$ cat src/rtl/lfsr_seq_ctrl.sv
// Sequencer for a 15-bit serial LFSR: optional seed load, prime, then a valid/ready bit stream.
// Optional zero-seed guard is enabled by defining LFSR_SEQ_CTRL_ZERO_GUARD_EN.
module lfsr_seq_ctrl #(
   parameter int CNT_W = 16
) (
   input  logic             clk,
   input  logic             reset,
   input  logic             start,
   input  logic             seed_load,
   input  logic [14:0]      seed,
   input  logic [CNT_W-1:0] length,
   output logic             lfsr_enable,
   output logic             lfsr_load,
   output logic             lfsr_data_in,
   input  logic             lfsr_data_out,
   output logic             bit_out,
   output logic             bit_valid,
   input  logic             bit_ready,
   output logic             busy,
   output logic             done,
   output logic             seed_err
);

   typedef enum logic [2:0] {
      S_IDLE  = 3'd0,
      S_LOAD  = 3'd1,
      S_PRIME = 3'd2,
      S_RUN   = 3'd3,
      S_DONE  = 3'd4
   } state_t;

   state_t           r_state;
   logic [3:0]       r_idx;
   logic [CNT_W-1:0] r_remain;
   logic [14:0]      r_seed;

   logic w_in_load;
   logic w_in_prime;
   logic w_in_run;
   logic w_accept;
   logic w_last;

   assign w_in_load  = (r_state == S_LOAD);
   assign w_in_prime = (r_state == S_PRIME);
   assign w_in_run   = (r_state == S_RUN);
   assign w_accept   = w_in_run && bit_ready;
   assign w_last     = (r_remain == CNT_W'(1));

   // The seed shadow shifts left during LOAD so its MSB is always the next bit to send.
   always_ff @(posedge clk) begin
      if (reset) begin
         r_state  <= S_IDLE;
         r_idx    <= 4'd0;
         r_remain <= '0;
         r_seed   <= 15'd0;
      end else begin
         case (r_state)
            S_IDLE: begin
               if (start) begin
                  r_remain <= length;
                  r_idx    <= 4'd14;
                  r_seed   <= seed;
`ifdef LFSR_SEQ_CTRL_ZERO_GUARD_EN
                  if (seed_load && (seed == 15'd0)) begin
                     r_seed <= 15'h0001;
                  end
`endif
                  if (length == '0) begin
                     r_state <= S_DONE;
                  end else if (seed_load) begin
                     r_state <= S_LOAD;
                  end else begin
                     r_state <= S_PRIME;
                  end
               end
            end
            S_LOAD: begin
               r_seed <= {r_seed[13:0], 1'b0};
               if (r_idx == 4'd0) begin
                  r_state <= S_PRIME;
               end else begin
                  r_idx <= r_idx - 4'd1;
               end
            end
            S_PRIME: begin
               r_state <= S_RUN;
            end
            S_RUN: begin
               if (w_accept) begin
                  if (w_last) begin
                     r_state <= S_DONE;
                  end else begin
                     r_remain <= r_remain - CNT_W'(1);
                  end
               end
            end
            S_DONE: begin
               r_state <= S_IDLE;
            end
            default: begin
               r_state <= S_IDLE;
            end
         endcase
      end
   end

`ifdef LFSR_SEQ_CTRL_ZERO_GUARD_EN
   logic r_seed_err;

   always_ff @(posedge clk) begin
      if (reset) begin
         r_seed_err <= 1'b0;
      end else begin
         r_seed_err <= (r_state == S_IDLE) && start && seed_load && (seed == 15'd0);
      end
   end

   assign seed_err = r_seed_err;
`else
   assign seed_err = 1'b0;
`endif

   // The final accepted bit leaves the LFSR parked so a follow-on request resumes seamlessly.
   assign lfsr_load    = w_in_load;
   assign lfsr_data_in = w_in_load & r_seed[14];
   assign lfsr_enable  = w_in_load | w_in_prime | (w_accept & ~w_last);

   assign bit_valid = w_in_run;
   assign bit_out   = w_in_run & lfsr_data_out;
   assign busy      = (r_state != S_IDLE);
   assign done      = (r_state == S_DONE);

endmodule

$ cat config.mk
export PLATFORM = sky130hd
export DESIGN_NAME = lfsr_seq_ctrl
export DESIGN_NICKNAME = d
export VERILOG_FILES = /design/src/rtl/lfsr_seq_ctrl.sv
export SDC_FILE = /design/constraint.sdc
export NUM_CORES = 1
export LEC_CHECK = 0
export CORE_ASPECT_RATIO = 1.4
export CORE_MARGIN = 3
export CORE_UTILIZATION = 40
export DETAILED_ROUTE_END_ITERATION = 16
export PLACE_DENSITY = 0.68
export SYNTH_ARGS = -nofsm -noshare
export SYNTH_HDL_FRONTEND = slang
export SYNTH_SLANG_ARGS = --single-unit
$ cat constraint.sdc
create_clock -name clk -period 1.9 [get_ports clk]
set_input_delay 0.57 -clock clk [delete_from_list [all_inputs] [get_ports clk]]
set_output_delay 0.57 -clock clk [all_outputs]
set_load 0.05 [all_outputs]
==> flow_summary.yaml, run 1 <==
status:
  status: "finished with violations"
  violations: "negative setup slack"
clock_network:
  htree_levels: 2
  cts_tree: "done"
  clkSinkCount: 38
  cts_max_path_buffers: 2
  clkTransAtPathRegs_ns: 0.08
  worstSkewPairLatency_ns: 0.29
  root_buffer: "clkbuf_8"
  cts_made_buffers: 5
grt:
  grt_max_degree: 36
  grt_pass1_wl_mm: 9.80
  antenna_found_initial: 0
  grt_usage: 0.199
  grt-ovfl-total: 0
  grt_pass1_vias: 2231
worst_setup_path:
  crit_chain: "inv_2 > ha_4 > nor4b_4 > nand4_4 > a31o_4 > buf_12"
  critPathKind: "reg -> out"
  path_buf_inv: 2
  crit_fanout: 2
  end_kind: "output pin"
  cpLargestDelayFamily: "simple AND/OR/NAND/NOR gates"
  worst_ep_required_time_ns: 1.33
  slowest_stage: "dfxtp_2"
  cp-start-kind: "flip-flop"
  critPathMaxStageDelay_ns: 0.33
  arrival_ns: 1.56
power_and_ir_drop:
  ir_drop_v: 0.000561
  power_mw: 4.44
  p_leak_nw: 1.32
  power.density_nw_per_um2: 1350
synth:
  synth_area_um2: 2100
  synth_nets: 313
  ys_warn_count: 0
  syn_inst: 273
  yosysSeqAreaShare: 0.363
  async_flop_share: 0
  ys_types: 47
  synth_edf_count: 0
  synth_flop_cell: "dfxtp_1"
  avgSynthCellArea_um2: 7.69
  synth-seq-cells: 38
layout:
  nets: 399
  drive_gt1_frac: 0.286
  instances_no_fill: 424
  n_antenna_cell: 0
  area_growth_pct: 56.6
  final_area_um2: 3290
detailed_routing:
  route.detailed.drc: 0
  drtIter0Drc: 139
  avgRoutedWirePerCell_um: 14.4
  ant_nets: 0
  wl_mm: 6.09
  vias: 2338
  vias_per_cell: 5.51
  firstDrtPassIters: 5
floorplanning:
  die_area_um2: 6160
  rows: 30
  io_pins: 45
  die_w_um: 67.2
  initial_core_util: 0.423
  fp.dieH_um: 91.7
  core_um2: 4950
sta:
  rsz0062_at_grt: "true"
  whs_ns: 0.459
  fin_crit_sh: 1.12
  finalHoldViolCount: 0
  fin_crit_ns: 2.13
  fmax_ghz: 0.469
  maxSlewViolCount: 0
  layout_setup_ws_ns: -0.233
  setup_viol: 3
  fin_worst_skew_ns: 0.00588
placement:
  hpwl_mm: 4.22
  place_area_um2: 2940
  port_buffers: 43
  gp_congestion: 0.822
  dp.cells: 405
job:
  cap_violations: 0
hold_path:
  min_path_type: "reg -> reg"
## cells by family (layout without fill, tap and decap cells)
| kind of cell | after synthesis | after routing | share of synthesized area |
|---|---|---|---|
| and+or+nand+nor | 106 | 106 | 0.259 |
| DFF | 38 | 38 | 0.363 |
| AOI/OAI and AO/OA | 93 | 93 | 0.283 |
| muxes | 2 | 2 | 0.0101 |
| xor gates and xnor gates | 2 | 2 | 0.00835 |
| adders and majority gates | 3 | 3 | 0.0179 |
| other | 1 | 1 | 0.00179 |
| buffers and inverters | 28 | 115 | 0.0572 |
## cell type report
class | instances | area (µm²)
multi-input cells | 207 | 1310
clock buffers | 5 | 68.8
clock inverters | 3 | 68.8
well taps | 64 | 80.1
fillers | 432 | 1670
flip-flops and latches | 38 | 769
inverters | 13 | 56.3
repair buffers | 94 | 937
## power breakdown
| group | internal (mW) | total [mW] | switching, mW |
|---|---|---|---|
| registers | 1.01 | 1.16 | 0.157 |
| clock network | 0.526 | 0.837 | 0.310 |
| logic | 1.17 | 2.44 | 1.28 |
## sequential cells by signal, indices dropped and copies added, names as in the netlist
name,count
r_remain,16
r_idx,4
r_state,3
r_seed,15
## cells in the final DEF (no fill, tap or decap), types with 5 or more instances in the layout
cell	n
buf_12	9
nand3_1	8
dfxtp_1	31
a22oi_1	12
nor2_1	18
buf_4	47
o21ai_1	15
a21oi_2	7
nor3_1	7
inv_1	10
clkdlybuf4s50_1	33
nand2_1	43
o21ai_0	7
dfxtp_2	7
clkbuf_8	5
a21oi_1	30
## metrics by stage
stage,setup TNS [ns],utilization,setup WS [ns]
after floorplan,-0.435,-,-0.222
after global placement,-7.09,0.593,-0.422
after detailed placement,-6.97,0.593,-0.378
after CTS,-0.322,0.643,-0.248
after global routing,-0.487,0.663,-0.304
final,-0.313,0.663,-0.233
## repair_timing
action | CTS | global route
gates cloned | 0 | 1
gates resized for setup | 19 | 11
endpoints found under the hold margin | 0 | 0
pin swaps | 8 | 7
hold buffers | 0 | 0
setup buffers | 7 | 3
setup endpoints to repair | 6 | 24
## layer usage
metal | share of wire | up-vias | wire length [µm] | GRT usage
met3 | 0.061 | 14 | 370 | 0.0453
li1 | - | 1152 | - | -
met2 | 0.51 | 82 | 3120 | 0.345
met5 | 0 | - | 0 | 0
met4 | 0.022 | 0 | 133 | 0.0812
met1 | 0.41 | 1090 | 2470 | 0.228
## cells in the mapped netlist, types with 2 or more instances
master	number	share of area
a211o_1	2	0.0083
a211oi_1	3	0.011
a21o_1	3	0.011
a21oi_1	31	0.074
a21oi_2	6	0.025
a22oi_1	12	0.043
a31oi_1	2	0.0060
and2_1	7	0.021
buf_1	2	0.0036
buf_2	3	0.0072
clkbuf_1	8	0.014
dfxtp_1	38	0.36
ha_1	3	0.018
inv_1	12	0.021
nand2_1	43	0.077
nand3_1	8	0.019
nand4_1	4	0.012
nor2_1	19	0.034
nor3_1	8	0.019
nor3b_1	3	0.011
nor4_1	6	0.018
nor4_4	2	0.020
o21ai_0	7	0.017
o21ai_1	15	0.036
o31ai_1	2	0.0072
o41ai_1	2	0.0083
or3_1	2	0.0060
## path summary, 6_finish.rpt
kind,startpoint,endpoint,slack (ns),depth (start not counted)
worst max register to register,r_remain[1],r_remain[10],0.08,10
worst min-delay path,r_seed[14],r_seed[14],0.46,2
worst min register to register,r_seed[14],r_seed[14],0.46,2
worst max-delay path,r_remain[1],lfsr_enable,-0.23,6
## tightest hold or removal path, delay by kind of cell (launching register included)
kind	cells	cell delay, ns
simple gates	1	0.05
flops	1	0.31
compound gates	1	0.05
(Power assumes the default switching activity.)
==> inputs of run 2 (changes only) <==
--- a/config.mk
+++ b/config.mk
@@ -5,6 +5,7 @@
 export SDC_FILE = /design/constraint.sdc
 export NUM_CORES = 1
 export LEC_CHECK = 0
+export CAP_MARGIN = 20
 export CORE_ASPECT_RATIO = 1.4
 export CORE_MARGIN = 3
 export CORE_UTILIZATION = 40
@@ -13,3 +14,4 @@
 export SYNTH_ARGS = -nofsm -noshare
 export SYNTH_HDL_FRONTEND = slang
 export SYNTH_SLANG_ARGS = --single-unit
+export TNS_END_PERCENT = 1
==> run 2 against run 1 <==
  * The run still ends with negative setup slack left
  * Utilization fell by 3.0 points
  * Clock-buffer cell count is 2 higher
  * First-iteration DRC count decreased by 4.3%
  * Sequential power about the same
  * Sequential share of layout area up 1.1 points
  * Hold slack got worse by 0.0016 ns
  * Worst setup slack lost 0.067 ns
  * Flip-flop and latch count did not move
  * Critical path type unchanged
  * Largest power group unchanged
==> flow_summary.yaml, run 2 (synthesized netlist as in run 1, its figures left out) <==
worst_setup_path:
  worst_ep_required_time_ns: 1.33
  critPathKind: "reg -> out"
  regToRegEndpoint: "r_remain[14]"
  cp-start-kind: "flip-flop"
  rrSetupSlack_ns: -0.03
  crit_fanout: 2
  end_kind: "output pin"
  arrival_ns: 1.63
  reg2reg_from: "r_remain[1]"
  ff2ff_path_depth: 12
placement:
  port_buffers: 43
  gp_congestion: 0.806
  place_area_um2: 2900
  dp.cells: 400
  hpwl_mm: 4.13
  post-place-ws_ns: -0.432
layout:
  n_antenna_cell: 0
  final_cell_mix: "43 x nand2_1, 36 x clkdlybuf4s50_1, 36 x buf_4"
  nets: 388
  top_regs: "r_remain x16, r_seed x15, r_idx x4"
  finalCoreUtilization: 0.633
  top_register: "r_remain"
  instances_no_fill: 413
  largest_reg_flops: 16
  drive_gt1_frac: 0.252
  layout_commonest_cell: "nand2_1"
  final_area_um2: 3140
  area_growth_pct: 49.4
hold_path:
  worstHoldEndpoint: "r_seed[14]"
  min_path_type: "reg -> reg"
  min-delay-start: "r_seed[14]"
  hold_path_depth: 2
sta:
  rsz0062_at_grt: "true"
  fin_setup_tns_ns: -0.801
  fin_worst_skew_ns: 0.00684
  maxSlewViolCount: 0
  finalHoldViolCount: 0
  fin_crit_sh: 1.16
  layout_setup_ws_ns: -0.300
  fmax_ghz: 0.455
  whs_ns: 0.457
  setup_viol: 7
  fin_crit_ns: 2.20
floorplanning:
  core_um2: 4950
  rows: 30
  die_area_um2: 6160
  fp.dieH_um: 91.7
  io_pins: 45
  initial_core_util: 0.423
  die_w_um: 67.2
clock_network:
  worstSkewPairLatency_ns: 0.29
  htree_levels: 2
  clkTransAtPathRegs_ns: 0.07
  root_buffer: "clkbuf_8"
  cts_tree: "done"
  hold_buffers: 0
  cts_made_buffers: 5
  cts_max_path_buffers: 2
  clkSinkCount: 38
detailed_routing:
  ant_nets: 0
  wl_mm: 5.84
  vias_per_cell: 5.48
  firstDrtPassIters: 4
  vias: 2264
  drtIter0Drc: 133
  route.detailed.drc: 0
  avgRoutedWirePerCell_um: 14.1
power_and_ir_drop:
  power_mw: 4.00
  p_leak_nw: 1.21
  power.density_nw_per_um2: 1280
  ir_drop_v: 0.000817
grt:
  grt-ovfl-total: 0
  antenna_found_initial: 0
  grt_pass1_wl_mm: 9.76
  grt_pass1_vias: 2262
  grt_max_degree: 39
  grt_usage: 0.200
status:
  violations: "negative setup slack"
  status: "finished with violations"
job:
  cap_violations: 0
-- run 2: changes by cell type in the layout (fill, tap and decap cells not counted), sizes merged --
cell / previous run / this run
clkinv: 2 / 1
clkinvlp: 0 / 1
buf: 57 / 47
bufinv: 2 / 0
dlymetal6s2s: 3 / 0
clkbuf: 6 / 7
clkdlybuf4s50: 33 / 36
-- run 2: final cells by class --
| class | count | area [µm²] |
|---|---|---|
| clock buffers | 7 | 86.3 |
| inverters | 13 | 55.1 |
| multi-input cells | 207 | 1310 |
| repair buffers | 83 | 833 |
| flip-flops and latches | 38 | 769 |
| clock inverters | 1 | 5.00 |
| fillers | 476 | 1820 |
| well taps | 64 | 80.1 |
-- run 2: power by group --
| part | switching, mW | total (mW) | internal, mW | leakage (nW) |
|---|---|---|---|---|
| sequential | 0.173 | 1.18 | 1.01 | 0.315 |
| combinational | 1.19 | 2.24 | 1.05 | 0.843 |
| clock | 0.294 | 0.587 | 0.293 | 0.0482 |
| total | 1.66 | 4.00 | 2.35 | 1.21 |
-- run 2: worst max-delay path by stage --
stage                      from           to  slack, ns  cells past startpoint
floorplan            r_state[2]         done      -0.22                      1
global placement      length[1]   r_state[0]      -0.39                      7
detailed placement    length[1]   r_state[0]      -0.43                      7
CTS                 r_remain[1]  lfsr_enable      -0.31                      7
global route        r_remain[1]  lfsr_enable      -0.36                      7
finish              r_remain[1]  lfsr_enable      -0.30                      7
-- run 2: what timing repair did --
item | 4_1_cts | 5_1_grt
hold endpoints to repair | 0 | 0
setup endpoints to repair | 15 | 29
resized for setup | 20 | 11
pin swaps | 4 | 5
setup buffers | 5 | 0
-- run 2: worst max-delay path: stages (launching register included) --
cell and delay [ns]:
dfxtp_2 0.33, inv_2 0.08, ha_4 0.12, nor4b_4 0.16, buf_4 0.15, nand4_4 0.10, a31o_4 0.25, buf_12 0.14
-- run 2: routing by layer --
metal / wire [µm] / track usage / vias up / part of all wire
met3: 236 / 0.0368 / 11 / 0.040
met4: 122 / 0.0846 / 0 / 0.021
li1: - / - / 1129 / -
met2: 3040 / 0.358 / 56 / 0.52
met5: 0 / 0 / - / 0
met1: 2440 / 0.223 / 1068 / 0.42
==> inputs of run 3 (changes only) <==
--- a/config.mk
+++ b/config.mk
@@ -9,8 +9,10 @@
 export CORE_ASPECT_RATIO = 1.4
 export CORE_MARGIN = 3
 export CORE_UTILIZATION = 40
+export CTS_CLUSTER_DIAMETER = 200
 export DETAILED_ROUTE_END_ITERATION = 16
 export PLACE_DENSITY = 0.68
+export SLEW_MARGIN = 5
 export SYNTH_ARGS = -nofsm -noshare
 export SYNTH_HDL_FRONTEND = slang
 export SYNTH_SLANG_ARGS = --single-unit
==> results of run 3 <==
No change in the layout: final DEF, timing and power equal those of run 2.
==> variant, RTL diff (config.mk and constraints of run 3) <==
Set the parameter `CNT_W` to 14 (it was 16).
--- a/src/rtl/lfsr_seq_ctrl.sv
+++ b/src/rtl/lfsr_seq_ctrl.sv
@@ -1,7 +1,7 @@
 // Sequencer for a 15-bit serial LFSR: optional seed load, prime, then a valid/ready bit stream.
 // Optional zero-seed guard is enabled by defining LFSR_SEQ_CTRL_ZERO_GUARD_EN.
 module lfsr_seq_ctrl #(
-   parameter int CNT_W = 16
+   parameter int CNT_W = 14
 ) (
    input  logic             clk,
    input  logic             reset,
Interface: changed (resized length); port bits go from 45 to 43. No check against the original RTL was run, so the function may have changed too.
==> variant against run 3 <==
- die area decreased by 3.5%
- the flow still finishes with violations (negative setup slack)
- critical path type unchanged
- setup slack improved by 0.075 ns
- total power decreased by 11%
- synthesized area decreased by 3.8%
- global-route usage decreased by 1.6 points
- wire length decreased by 4.7%
- sequential cell count decreased by 2
- final area decreased by 1.5%
==> variant: results (changes against run 3) <==
largest net degree at the start of global routing=37 (-5.1%); met3 WL post-DR=245 um (+3.8%); first-pass GRT wire length=8800 um (-9.8%); DR iter-0 viols=173 (+30%); Max IR drop VDD=0.000473 V (-42%); slowest stage cell, crit path=nor4_4; pwr dens=1160 nW/um2 (-9.2%); Final Setup Violations=3 (-4); Synth Area in Compound Gates=30.2% (+1.9 points); Distinct cells, synth=51 (+8.5%); violations in the final reports=negative setup slack; Pleak=1.19 nW (-1.1%); most instantiated cells after synthesis=nand2_1 (43), dfxtp_1 (36), a21oi_1 (29), nor2_1 (18), a22oi_1 (14); status=finished with violations; Worst setup startpoint=r_remain[7]; fin cells=402 (-2.7%); Port Buf Inserts=41 (-4.7%); hold_sp=r_seed[10]; worst reg2reg setup slack=0.07 ns (+0.10 ns); xor and xnor fraction of the mapped netlist area=0.434% (-0.40 points); mux cell area share after synthesis=0% (-1.0 points); final worst slack=-0.225 ns (+0.0749 ns); Syn Area/Cell=7.74 um2 (+0.67%); WP data arrival=1.55 ns (-0.08 ns); synth top area cells=dfxtp_1 (36%), nand2_1 (8.0%), a21oi_1 (7.2%), a22oi_1 (5.2%), nor2_1 (3.3%); syn nets=299 (-4.5%); grt met3 use=3.38% (-0.30 points); total wire length=5570 um (-4.7%); layout cells sized above 1=29.6% (+4.4 points); routability cong.=0.915 (+14%); Seq pwr share=29.1% (-0.4 points); CP peak stage delay=0.37 ns (+0.04 ns); total track usage=18.4% (-1.6 points); adder-cell share of the synthesized area=1.86% (+0.070 points)
variant: cell types whose count changed in the layout (fill, tap and decap cells not counted), moves of 4 or more:
cell / before / now
buf_4: 36 / 43
inv_1: 10 / 5
nand3_1: 8 / 3
nor3_1: 7 / 3
o21ai_1: 15 / 9
variant: cell type report:
| type | count | area (um2) |
|---|---|---|
| clock inverter | 3 | 42.5 |
| timing repair buffer | 87 | 846 |
| inverter | 8 | 31.3 |
| sequential | 36 | 729 |
| multi-input combinational | 199 | 1290 |
| fill | 439 | 1790 |
| tap | 64 | 80.1 |
| clock buffer | 5 | 68.8 |
variant: what timing repair did:
item,CTS,global route
pin swaps,2,4
hold buffers,0,0
buffers inserted,1,0
setup endpoints to repair,12,12
gates resized for setup,16,10
